### src/rtl/frag_issue_ctrl_pkg.sv
// Shared definitions for the fragment fetch/issue controller: opcode classes,
// controller state encoding and prefix payload widths.
package frag_issue_ctrl_pkg;

  localparam logic [2:0] OP_ALU  = 3'b000;
  localparam logic [2:0] OP_LD   = 3'b001;
  localparam logic [2:0] OP_ST   = 3'b010;
  localparam logic [2:0] OP_TPFX = 3'b011;
  localparam logic [2:0] OP_IPFX = 3'b100;
  localparam logic [2:0] OP_FRAG = 3'b101;

  localparam int TX_W     = 16;
  localparam int IX_W     = 26;
  localparam int NALLOC_W = 6;

  typedef logic [2:0] state_t;
  localparam state_t ST_IDLE  = 3'd0;
  localparam state_t ST_FETCH = 3'd1;
  localparam state_t ST_WAIT  = 3'd2;
  localparam state_t ST_ISSUE = 3'd3;
  localparam state_t ST_ERR   = 3'd4;

  typedef enum logic [2:0] {
    CLS_BASE,
    CLS_TPFX,
    CLS_IPFX,
    CLS_FSTART,
    CLS_FEND,
    CLS_ILL
  } word_cls_t;

endpackage

### src/rtl/frag_issue_ctrl_dec.sv
// Instruction word decoder: classifies a fetched word and extracts the
// prefix payloads and the fragment-start allocation count.
module frag_issue_ctrl_dec
  import frag_issue_ctrl_pkg::*;
(
  input  logic [31:0]         word,
  output word_cls_t           cls,
  output logic [TX_W-1:0]     tx,
  output logic [IX_W-1:0]     ix,
  output logic [NALLOC_W-1:0] nalloc
);

  always_comb begin
    // NOTE: a default before the case keeps every path assigned, so no latch is inferred.
    cls = CLS_ILL;
    case (word[31:29])
      OP_ALU, OP_LD, OP_ST: cls = CLS_BASE;
      OP_TPFX:              cls = CLS_TPFX;
      OP_IPFX:              cls = CLS_IPFX;
      OP_FRAG:              cls = word[28] ? CLS_FEND : CLS_FSTART;
      default:              cls = CLS_ILL;
    endcase
  end

  assign tx     = word[TX_W-1:0];
  assign ix     = word[IX_W-1:0];
  assign nalloc = word[NALLOC_W-1:0];

endmodule

### src/rtl/frag_issue_ctrl.sv
// Fragment fetch/issue sequencer: walks instruction memory word by word,
// folds T/I prefixes into the next base word and hands bundles to the array.
module frag_issue_ctrl
  import frag_issue_ctrl_pkg::*;
#(
  parameter int PC_W = 10
) (
  input  logic            clk,
  input  logic            rst_n,
  input  logic            start,
  input  logic [PC_W-1:0] start_pc,
  output logic            imem_req,
  output logic [PC_W-1:0] imem_addr,
  input  logic [31:0]     imem_rdata,
  output logic            iss_valid,
  input  logic            iss_ready,
  output logic [31:0]     iss_word,
  output logic [PC_W-1:0] iss_pc,
  output logic            iss_tx_v,
  output logic [15:0]     iss_tx,
  output logic            iss_ix_v,
  output logic [25:0]     iss_ix,
  output logic            frag_start,
  output logic [5:0]      frag_nalloc,
  output logic            busy,
  output logic            done,
  output logic            err
);

  state_t                state_q, state_d;
  logic [PC_W-1:0]       pc_q, pc_d;
  logic [31:0]           word_q, word_d;
  logic [PC_W-1:0]       ipc_q, ipc_d;
  logic                  tx_v_q, tx_v_d;
  logic [TX_W-1:0]       tx_q, tx_d;
  logic                  ix_v_q, ix_v_d;
  logic [IX_W-1:0]       ix_q, ix_d;
  logic [NALLOC_W-1:0]   nalloc_q, nalloc_d;
  logic                  fstart_q, fstart_d;
  logic                  done_q, done_d;

  word_cls_t             dec_cls;
  logic [TX_W-1:0]       dec_tx;
  logic [IX_W-1:0]       dec_ix;
  logic [NALLOC_W-1:0]   dec_nalloc;

  frag_issue_ctrl_dec u_dec (
    .word   (imem_rdata),
    .cls    (dec_cls),
    .tx     (dec_tx),
    .ix     (dec_ix),
    .nalloc (dec_nalloc)
  );

  always_comb begin
    state_d  = state_q;
    pc_d     = pc_q;
    word_d   = word_q;
    ipc_d    = ipc_q;
    tx_v_d   = tx_v_q;
    tx_d     = tx_q;
    ix_v_d   = ix_v_q;
    ix_d     = ix_q;
    nalloc_d = nalloc_q;
    fstart_d = 1'b0;
    done_d   = 1'b0;

    case (state_q)
      ST_IDLE, ST_ERR: begin
        if (start) begin
          state_d = ST_FETCH;
          pc_d    = start_pc;
          tx_v_d  = 1'b0;
          ix_v_d  = 1'b0;
        end
      end

      ST_FETCH: begin
        pc_d    = pc_q + PC_W'(1);
        state_d = ST_WAIT;
      end

      // pc_q already points past the word being returned this cycle.
      ST_WAIT: begin
        case (dec_cls)
          CLS_BASE: begin
            word_d  = imem_rdata;
            ipc_d   = pc_q - PC_W'(1);
            state_d = ST_ISSUE;
          end
          CLS_TPFX: begin
            if (tx_v_q) begin
              state_d = ST_ERR;
            end else begin
              tx_v_d  = 1'b1;
              tx_d    = dec_tx;
              state_d = ST_FETCH;
            end
          end
          CLS_IPFX: begin
            if (ix_v_q) begin
              state_d = ST_ERR;
            end else begin
              ix_v_d  = 1'b1;
              ix_d    = dec_ix;
              state_d = ST_FETCH;
            end
          end
          CLS_FSTART: begin
            if (tx_v_q || ix_v_q) begin
              state_d = ST_ERR;
            end else begin
              fstart_d = 1'b1;
              nalloc_d = dec_nalloc;
              state_d  = ST_FETCH;
            end
          end
          CLS_FEND: begin
            if (tx_v_q || ix_v_q) begin
              state_d = ST_ERR;
            end else begin
              done_d  = 1'b1;
              state_d = ST_IDLE;
            end
          end
          default: state_d = ST_ERR;
        endcase
      end

      ST_ISSUE: begin
        if (iss_ready) begin
          tx_v_d  = 1'b0;
          ix_v_d  = 1'b0;
          state_d = ST_FETCH;
        end
      end

      default: state_d = ST_IDLE;
    endcase
  end

  always_ff @(posedge clk or negedge rst_n) begin
    if (!rst_n) begin
      state_q  <= ST_IDLE;
      pc_q     <= '0;
      word_q   <= '0;
      ipc_q    <= '0;
      tx_v_q   <= 1'b0;
      tx_q     <= '0;
      ix_v_q   <= 1'b0;
      ix_q     <= '0;
      nalloc_q <= '0;
      fstart_q <= 1'b0;
      done_q   <= 1'b0;
    end else begin
      // NOTE: non-blocking assignments so every flop samples the pre-edge value of its peers.
      state_q  <= state_d;
      pc_q     <= pc_d;
      word_q   <= word_d;
      ipc_q    <= ipc_d;
      tx_v_q   <= tx_v_d;
      tx_q     <= tx_d;
      ix_v_q   <= ix_v_d;
      ix_q     <= ix_d;
      nalloc_q <= nalloc_d;
      fstart_q <= fstart_d;
      done_q   <= done_d;
    end
  end

  assign imem_req    = (state_q == ST_FETCH);
  assign imem_addr   = pc_q;
  assign iss_valid   = (state_q == ST_ISSUE);
  assign iss_word    = word_q;
  assign iss_pc      = ipc_q;
  assign iss_tx_v    = tx_v_q;
  assign iss_tx      = tx_q;
  assign iss_ix_v    = ix_v_q;
  assign iss_ix      = ix_q;
  assign frag_start  = fstart_q;
  assign frag_nalloc = nalloc_q;
  assign busy        = (state_q != ST_IDLE) && (state_q != ST_ERR);
  assign done        = done_q;
  assign err         = (state_q == ST_ERR);

endmodule

### config.mk
export PLATFORM = sky130hd
export DESIGN_NAME = frag_issue_ctrl
export DESIGN_NICKNAME = d
export VERILOG_FILES = /design/src/rtl/frag_issue_ctrl_pkg.sv /design/src/rtl/frag_issue_ctrl_dec.sv /design/src/rtl/frag_issue_ctrl.sv
export SDC_FILE = /design/constraint.sdc
export NUM_CORES = 1
export LEC_CHECK = 0
export CORE_MARGIN = 5
export CORE_UTILIZATION = 40
export DETAILED_ROUTE_END_ITERATION = 16
export PLACE_DENSITY = 0.74
export SYNTH_ARGS = -nofsm -noshare
export SYNTH_HDL_FRONTEND = slang
export SYNTH_SLANG_ARGS = --single-unit
### constraint.sdc
create_clock -name clk -period 1.9 [get_ports clk]
set_clock_uncertainty 0.15 [all_clocks]
set_input_delay 0.285 -clock clk [delete_from_list [all_inputs] [get_ports clk]]
set_output_delay 0.285 -clock clk [all_outputs]
set_load 0.02 [all_outputs]
Yosys cells after proc, flatten, opt, wreduce, memory -nomap -nowiden
Index checks and enable logic that the tools add are counted.
Operators by class
  reduce and logical (&&, ||, !) cells: 18
  bitwise logic cells: 3
  magnitude comparators: 0
  equality and inequality tests: 18
  shift operators: 0
  $mul: 0
  div/mod/pow operators: 0
  add/subtract/negate cells: 2
  multiplexer cells: 23
Operators by type and width (count)
  3-bit case mux with 4 select lines: 2
  3-bit 2-to-1 mux: 7
  10-bit case mux with 2 select lines: 1
  3-bit by 2-bit == test with 1-bit output (second input constant): 6
  3-bit case mux with 5 select lines: 1
  3-bit == test (second input constant): 4
  10-bit by 1-bit adder with 10-bit output (second input constant): 1
  10-bit 2-to-1 mux: 1
  10-bit by 1-bit subtractor with 10-bit output (second input constant): 1
  3-bit by 1-bit == test with 1-bit output (second input constant): 3
  3-bit zero test: 3
  1-bit 2-to-1 mux: 9
  3-bit AND reduction: 3
  4-bit AND reduction: 2
  2-bit by 1-bit inequality test with 1-bit output (second input constant): 3
  1-bit case mux with 3 select lines: 2
  2-bit AND reduction: 3
  3-bit nonzero test: 2
  3-bit inequality test (second input constant): 1
  1-bit inverter: 3
  3-bit OR reduction: 1
  2-bit inequality test (second input constant): 1
  2-bit nonzero test: 1
  2-bit OR reduction: 1
  2 further kinds: 2
Word-level totals
  memories: 0
  latch bits: 0
  bits in registers: 107
  memory bits (writable): 0
  output and inout bits: 108
  bits in read-only memories: 0

Logic depth before layout (Yosys ltp)
  depth in word-level cells: 6
  mapped depth: 7
  mapped depth without buffers: 5

By module
Synthesis repeated with hierarchy kept, for this count alone.
Unflattened totals
  cells, all modules: 388
  area total of the unflattened synthesis: 4999.8 sq um
By module, submodules not included
  frag_issue_ctrl: area each 4604.4 sq um, cells each 334, seq. area each 2677.6 sq um, instances 1
  frag_issue_ctrl_dec: area each 395.4 sq um, cells each 54, seq. area each 0.0 sq um, instances 1

Worst setup path before layout
No wires, ideal clock.
  path type: reg2reg
  start point: register state_q[0]
  end point: register tx_q[10], in the netlist iss_tx[10]
  cell stages (with the launch flop): 6
  arrival: 1719 ps
  library setup time: 125 ps
  path buffers: 2
  path slack: -94 ps
  period minus slack after synthesis: 1994 ps
  required time: 1625 ps
  cells stage by stage: dfrtp_1 -> buf_4 -> nor3b_4 -> nor4b_4 -> buf_4 -> mux2_2
Between the ends
  longest elaborated chain between the ends: 2
RTL lines
  from (decl): RTL line frag_issue_ctrl.sv:30  | state_t state_q, state_d;
  from (signal assigned): RTL line frag_issue_ctrl.sv:157  | state_q <= state_d;
  3-bit by 2-bit == test with 1-bit output: RTL line frag_issue_ctrl.sv:68  | case (state_q)
  3-bit AND reduction (no source line)
  to (signal assigned): RTL line frag_issue_ctrl.sv:162  | tx_q <= tx_d;
  to (decl): RTL line frag_issue_ctrl.sv:35  | logic [TX_W-1:0] tx_q, tx_d;
Every way passes these cells.
A chain may end at the register's enable or synchronous reset.

Worst setup path in the final report
  start point: register state_q[0]
  end point: register ix_q[22], in the netlist iss_ix[22]
Between the ends
  longest elaborated chain between the ends: 2
RTL lines
  3-bit by 2-bit == test with 1-bit output: RTL line frag_issue_ctrl.sv:68
  3-bit AND reduction (no source line)
  to (signal assigned): RTL line frag_issue_ctrl.sv:164  | ix_q <= ix_d;
  to (decl): RTL line frag_issue_ctrl.sv:37  | logic [IX_W-1:0] ix_q, ix_d;
Every way passes these cells.

==> metrics.md <==
| Metric | Value |
|---|---|
| Detail Route Antenna Nets | `0` |
| Post-DR wirelength/cell | `19.1 microns` |
| CTS H-tree lvls | `3` |
| Register area share after synthesis | `0.603` |
| Post-DR vias/cell | `5.13` |
| Failing checks | `negative setup slack` |
| Final max-slew violation count | `0` |
| Clk Latency, worst-skew pair | `roughly 0.37 ns` |
| Worst r2r path cells | `8` |
| Cell breakdown of the critical path | `buf_6 > nor3b_4 > buf_4 > nand3_4 > nor2_4 > buf_6 > buf_12 > mux2_4` |
| GR Overflow Total | `0` |
| Final Cycle Share | `1.08` |
| Synth async-reset ratio | `1.00` |
| Clk sink count | `107` |
| Core area | `0.0108 sq mm` |
| DRC | `0` |
| Initial core utilization | `0.410` |
| CP Capture Type | `register` |
| Die outline width | `115 microns` |
| # setup viols final | `79` |
| First-pass DRT Iterations | `5` |
| Largest net degree at the start of global routing | `70` |
| Post-Syn Instances | `around 330` |
| Max rail drop VDD | `about 900 uV` |
| Mapped Nets | `377` |
| Vias in the first global route | `around 3600` |
| Final #Nets | `575` |
| Final worst slack | `-0.160 ns` |
| Longest Clk Path Bufs | `2` |
| Max Cap Viol | `0` |
| Most frequent cells in the layout | `clkdlybuf4s50_1, dfrtp_1, mux2_4, mux2_2, buf_4` |
| Via count | `3446` |
| Commonest non-fill, non-tap cell in the layout | `clkdlybuf4s50_1` |
| Share of layout cells above drive strength 1 | `0.353` |
| Layout Utilization | `0.657` |
| Critical path's slowest cell | `dfrtp_2` |
| Post-placement cell area | `0.00632 sq mm` |
| Reg2Reg Launch Point | `state_q[0]` |
| Hold WS | `slightly above 0.1 ns` |
| CTS buffer count | `9` |
| First-pass GRT wire length | `19400 microns` |
| Status | `complete, but fails checks` |
| Lkg Pwr | `3.13 nW` |
| Slew @ Worst Pin | `0.481 ns` |
| Die Y | `~120 microns` |
| Placer congestion estimate | `0.813` |
| Post-synth cell types | `44` |
| Ports | `154` |
| Crit path buffers/inverters | `4` |
| # fillers | `820` |
| CP top delay family | `buffers and inverters` |
| Most frequent cell on the critical path | `buf_6` |
| Port Buf Inserts | `153` |
| Initial antenna violation count | `0` |
| DRT iter0 DRCs | `about 120` |
| Routed WL | `12900 microns` |
| Critical path required time | `about 2 ns` |
| Slowest cell delay on critical path | `0.43 ns` |
| Synth Warn # | `0` |
| Clock-pin slew on the worst setup and hold paths | `0.11 ns` |
| Root buf cell | `clkbuf_8` |
| Flop2flop setup slack | `-0.16 ns` |
| Critical Path Start Type | `register` |
| Pwr per Cell Area | `1720 mW/mm^2` |
| Crit Path Class | `register to register` |
| Relative slew slack | `0.677` |
| Placed wire-length estimate | `8480 microns` |
| Prevailing post-synth register cell | `dfrtp_1` |
| Layout area overhead | `60.5%` |
| Max Fclk | `about 490 MHz` |
| Min Tclk post-route | `2.06 ns` |
| Final hold vios | `0` |
| HP Class | `primary input to async pin` |
| Pre-CTS setup slack | `-0.318 ns` |
| Ant. Diodes | `0` |
| CTS tree | `done` |
| Final Cell Area | `0.00712 sq mm` |
| Area of the mapped netlist | `0.00444 sq mm` |
| Die area | `0.0133 sq mm` |
| Post-synth EDFFs | `0` |
| FP Rows | `38` |
| Post-Syn Area per Cell | `13.5 sq um` |
| RSZ-0062 raised after global routing | `yes` |
| CP Max Fanout | `5` |
| Critical path arrival | `2.16 ns` |
| Yosys reg bits | `107` |
| Worst r2r dst | `iss_ix[22]` |
| GR Util All Layers | `0.189` |
-- state kept, by name, summed over array words and instances (netlist names) --
signal       flops
done             1
frag_nalloc      6
frag_start       1
imem_addr       10
iss_ix          26
iss_ix_v         1
iss_pc          10
iss_tx          16
iss_tx_v         1
iss_word        32
state_q          3
-- worst reg2reg max path: cells and delay by family, from the launching register on --
kind / cells / cell delay (ns)
buffers and inverters: 4 / 0.58
AND/OR/NAND/NOR: 3 / 0.50
flip-flops: 1 / 0.43
multiplexers: 1 / 0.30
-- final cells by class --
| class | instances | area (sq um) | area share |
|---|---|---|---|
| clock buffer | 9 | 124 | 0.0174 |
| timing repair buffer | 204 | 2120 | 0.298 |
| inverter | 4 | 15.0 | 0.00211 |
| clock inverter | 7 | 48.8 | 0.00685 |
| multi-input combinational | 201 | 1950 | 0.274 |
| tap | 140 | 175 | 0.0246 |
| sequential | 107 | 2690 | 0.377 |
-- how the worst max path moves through the flow --
stage,startpoint,to,slack [ns],cells past startpoint
global placement,imem_rdata[30],frag_nalloc[5],-0.28,6
detailed placement,imem_rdata[30],frag_nalloc[5],-0.32,6
CTS,state_q[0],iss_ix[13],-0.17,8
floorplan,state_q[0],iss_tx[10],-0.05,5
global route,state_q[0],iss_ix[11],-0.25,8
finish,state_q[0],iss_ix[22],-0.16,8
-- stage by stage --
step / power [mW] / TNS, ns / cells
finish: 12.3 / -5.71 / 672
global route: 12.9 / -14.00 / 672
CTS: 11.9 / -7.47 / 666
detailed placement: 10.2 / -23.50 / 633
global placement: 10.0 / -19.87 / 633
floorplan: 7.09 / -0.496 / 329
-- Yosys cell counts (2+ instances only) --
library cell | count | area [sq um]
a211oi_1 | 6 | 45.0
a21oi_1 | 3 | 15.0
a311oi_1 | 3 | 26.3
a31oi_1 | 2 | 12.5
and2_1 | 3 | 18.8
and3_1 | 3 | 18.8
buf_2 | 6 | 30.0
buf_4 | 2 | 15.0
clkbuf_1 | 9 | 33.8
dfrtp_1 | 107 | 2680
ha_1 | 2 | 25.0
inv_1 | 3 | 11.3
mux2_2 | 78 | 878
nand2_1 | 20 | 75.1
nand3_1 | 8 | 40.0
nand3b_1 | 2 | 15.0
nor2_1 | 16 | 60.1
nor2b_1 | 2 | 12.5
nor3_1 | 6 | 30.0
nor4b_4 | 2 | 47.6
o211ai_1 | 2 | 15.0
o21ai_0 | 15 | 75.1
o311ai_0 | 2 | 17.5
xnor2_1 | 2 | 17.5
xor2_1 | 6 | 52.6
-- what timing repair did --
action	4_1_cts	5_1_grt
pin swaps	4	13
setup buffers	13	5
endpoints found under the hold margin	107	0
gates cloned	4	2
hold buffers	1	0
setup endpoints to repair	66	106
gates resized for setup	86	65
-- power breakdown --
group	internal (mW)	switching (mW)
logic	3.63	3.10
registers	3.37	0.872
clock network	0.486	0.821
total	7.48	4.79
-- layer usage --
metal | vias up | share of wire | track usage
li1 | 1568 | - | -
met1 | 1724 | 0.40 | 0.234
met2 | 141 | 0.48 | 0.299
met3 | 13 | 0.11 | 0.0868
met5 | - | 0 | 0
met4 | 0 | 0.013 | 0.0540
-- logic make-up (layout without fill, tap and decap cells) --
kind of cell	Yosys count	after routing	synth area share
buf+inv	21	224	0.0211
mux	79	79	0.200
compound gates	37	37	0.0538
simple gates	75	75	0.100
xor+xnor	8	8	0.0158
fa+ha+maj	2	2	0.00564
flops	107	107	0.603
Note: power is estimated with default switching activity, not from simulation.
